--- src/rtl/moore_1010_non_overlap_pkg.sv ---
// moore_1010_non_overlap_pkg: state width and encoding shared by FSM-style serial detectors
package moore_1010_non_overlap_pkg;
    localparam int STATE_W = 3;
    typedef enum logic [STATE_W-1:0] {
        S0 = 3'b000,
        S1 = 3'b001,
        S2 = 3'b010,
        S3 = 3'b011,
        S4 = 3'b100
    } state_t;
endpackage

--- src/rtl/moore_1010_non_overlap.sv ---
// moore_1010_non_overlap: Moore detector for serial pattern 1010, matches never share bits
module moore_1010_non_overlap
    import moore_1010_non_overlap_pkg::*;
(
    input  logic clk,
    input  logic rst,
    input  logic x,
    output logic z
);
    state_t state_q, state_d;
    always_ff @(posedge clk) begin
        state_q <= rst ? S0 : state_d;
    end
    // unused codes fall back to idle through the default
    always_comb begin
        state_d = S0;
        z = (state_q == S4);
        case (state_q)
            S0: state_d = x ? S1 : S0;
            S1: state_d = x ? S1 : S2;
            S2: state_d = x ? S3 : S0;
            S3: state_d = x ? S1 : S4;
            S4: state_d = x ? S1 : S0;
            default: state_d = S0;
        endcase
    end
endmodule

--- config.mk ---
export PLATFORM = sky130hd
export DESIGN_NAME = moore_1010_non_overlap
export DESIGN_NICKNAME = d
export VERILOG_FILES = /design/src/rtl/moore_1010_non_overlap_pkg.sv /design/src/rtl/moore_1010_non_overlap.sv
export SDC_FILE = /design/constraint.sdc
export NUM_CORES = 1
export LEC_CHECK = 0
export ABC_AREA = 1
export ABC_CLOCK_PERIOD_IN_PS = 800
export BUFFER_PORTS_ARGS = -buffer_cell sky130_fd_sc_hd__buf_2
export CAP_MARGIN = 10
export CORE_AREA = 10 10 47 49
export DETAILED_ROUTE_END_ITERATION = 10
export DIE_AREA = 0 0 57 59
export HOLD_SLACK_MARGIN = 0.12
export PLACE_DENSITY = 0.3
export SKIP_LAST_GASP = 1
export SYNTH_ARGS = -nofsm -noshare
export SYNTH_HDL_FRONTEND = slang
export SYNTH_SLANG_ARGS = --single-unit
--- constraint.sdc ---
create_clock -name clk -period 0.8 [get_ports clk]
set_input_delay 0.16 -clock clk [delete_from_list [all_inputs] [get_ports clk]]
set_output_delay 0.16 -clock clk [all_outputs]
set_load 0.1 [all_outputs]
==> results_dict.tcl <==
set metrics [dict create \
    fin_crit_sh 1.42 \
    die_x_um 57 \
    hold_depth 4 \
    htreeDepth 1 \
    clk_pin_slew_ns 0.04 \
    syn-cell-area_um2 124 \
    synth_edf_count 0 \
    synthTopCellsByArea "dfxtp_1 48%, nor2_1 18%, nand2_1 12%" \
    drtIter0Drc 6 \
    dp_hpwl_um 224 \
    n_antenna_cell 0 \
    synthDistinctLibCells 7 \
    peakVddDrop_uv 788 \
    start_util 0.0884 \
    worst_hold_path_type "in -> reg" \
    postRouteAntennaNets 0 \
    setup_ws_ns -0.336 \
    muxShareOfSynthArea 0 \
    grt_pass1_wl_um 496 \
    top_regs "state_q x3" \
    cellPowerDensity_nw_per_um2 1900 \
    synth_fa_ha_area_frac 0 \
    route.detailed.drc 0 \
    cts-root-buf "clkbuf_4" \
    grt_pass1_vias 134 \
    maxCapViolCount 0 \
    num_rows 14 \
    portBuffers 3 \
    tightest_slew_ns 0.181 \
    wl_um 310 \
    die_area_um2 3360 \
    synth_top_family_by_area "simple AND/OR/NAND/NOR gates" \
    drtPass1Iterations 2 \
    synthSimpleGateAreaFrac 0.414 \
    cts_hold_buf 0 \
    cellLeakagePower_nw 0.109 \
    async_flop_share 0 \
    clk_latency_ns 0.23 \
    rr_worst_depth 3 \
    drive_above_1_share 0.607 \
    ys_ff_latch 3 \
    yosysWarnings 0 \
    end_kind "output port" \
    grt_overflow 0 \
    path_class "reg -> out" \
    skew_ns 0.00431 \
    ios 4 \
    die_h_um 59 \
    violations "negative setup slack" \
    antenna_found_initial 0 \
    status "complete, but fails checks" \
    synth_most_common_cell "nor2_1" \
    syn2layout_area_growth_pct 98.0 \
    clock-sinks 3 \
    netlist_instances 18 \
    fin_nets 32 \
    syn_nets 21 \
    grt_max_degree 4 \
    viasPerCell 3.32 \
    synth-xor-area-share 0 \
    synth_compound_area_frac 0.0404 \
    synth_flop_cell "dfxtp_1" \
    yosysTopAreaCell "dfxtp_1" \
    slew_viol_final 0 \
    worst-endpoint-arrival_ns 0.98 \
    setup-tns-final_ns -0.336 \
    grt_usage 0.0211 \
    ff_latch_area_um2 63.8 \
    rsz0062_at_grt "yes" \
    ys_seq_area_frac 0.485 \
    path_max_fanout 2 \
    hold_violations 0 \
    slew_headroom 0.879 \
    routabilityCongestion 0.649 \
    multi_input_area_um2 75.1 \
    routedWlPerCell_um 7.05 \
    cts_tree "built" \
    period_minus_slack_ns 1.14 \
    ctsLongestPathBuffers 2 \
    syn_avg_cell_area_um2 6.88 \
    critPathRequiredTime_ns 0.64 \
    num_vias 146 \
    max_flop_register "state_q" \
    core_area_um2 1400 \
    fmaxAchievable_ghz 0.880 \
    synth_top_area_frac 0.485 \
    cts-buffers-inserted 3 \
    start_kind "flop" \
    fin_hold_ws_ns 0.180 \
    largest_reg_flops 3 \
    fillers 171 \
    yosys-top-cells-count "6 x nor2_1, 4 x nand2_1, 3 x dfxtp_1" \
    setup_viol 1 \
]
-- power breakdown --
part | switching (W) | internal [W] | total (W)
combinational | 0.0000207 | 0.0000198 | 0.0000404
sequential | 0.00000552 | 0.000158 | 0.000163
clock | 0.0000747 | 0.000187 | 0.000261
-- area by class of cell --
cell class | instances | area share
multi-input combinational | 13 | 0.306
clock buffer | 4 | 0.107
inverter | 2 | 0.0306
tap | 16 | 0.0816
timing repair buffer | 6 | 0.214
sequential | 3 | 0.260
-- per-stage QoR --
step,instance area (µm²),worst slack (ns),cells,utilization,total power [W]
after floorplan,136,-0.531,18,-,0.000183
after global placement,209,-0.0913,40,0.149,0.000200
after detailed placement,209,-0.0996,40,0.149,0.000200
after CTS,236,-0.351,44,0.169,0.000473
after global routing,245,-0.389,44,0.175,0.000510
final,245,-0.336,44,0.175,0.000465
-- critical path, cell delays in order, from the launching register on --
cell	delay, ns
dfxtp_2	0.32
nor3b_4	0.22
buf_12	0.20
-- metal layers --
metal	routed length, µm	GRT usage
met5	0	0
met4	0	0.0101
met3	43	0.0343
met2	127	0.0217
met1	139	0.0188
-- cell usage in the layout, fill, tap and decap left out --
cell type,n
nor3b_4,1
dfxtp_2,3
and2_1,1
buf_12,1
nand2_2,1
nor2_2,2
inv_1,1
clkbuf_4,3
buf_2,2
nor2_1,4
buf_4,3
clkbuf_1,1
nand2_1,3
inv_2,1
o21ai_0,1
-- kinds of logic (layout without fill, tap and decap cells) --
kind of cell    after synthesis  in the layout
flops                         3              3
compound gates                1              1
buf+inv                       2             12
simple gates                 12             12
-- final timing paths --
check / start / end / slack [ns]
worst max-delay path: state_q[0] / z / -0.34
worst min-delay path: rst / state_q[2] / 0.18
worst min register to register: state_q[2] / state_q[2] / 0.57
worst max register to register: state_q[1] / state_q[0] / 0.02
-- timing repair --
| action | CTS | global route |
|---|---|---|
| gates resized for setup | 1 | 5 |
| setup buffers | 0 | 1 |
| hold endpoints to repair | 0 | 0 |
| pin swaps | 1 | 1 |
| setup endpoints to repair | 3 | 4 |
(Power assumes the default switching activity.)
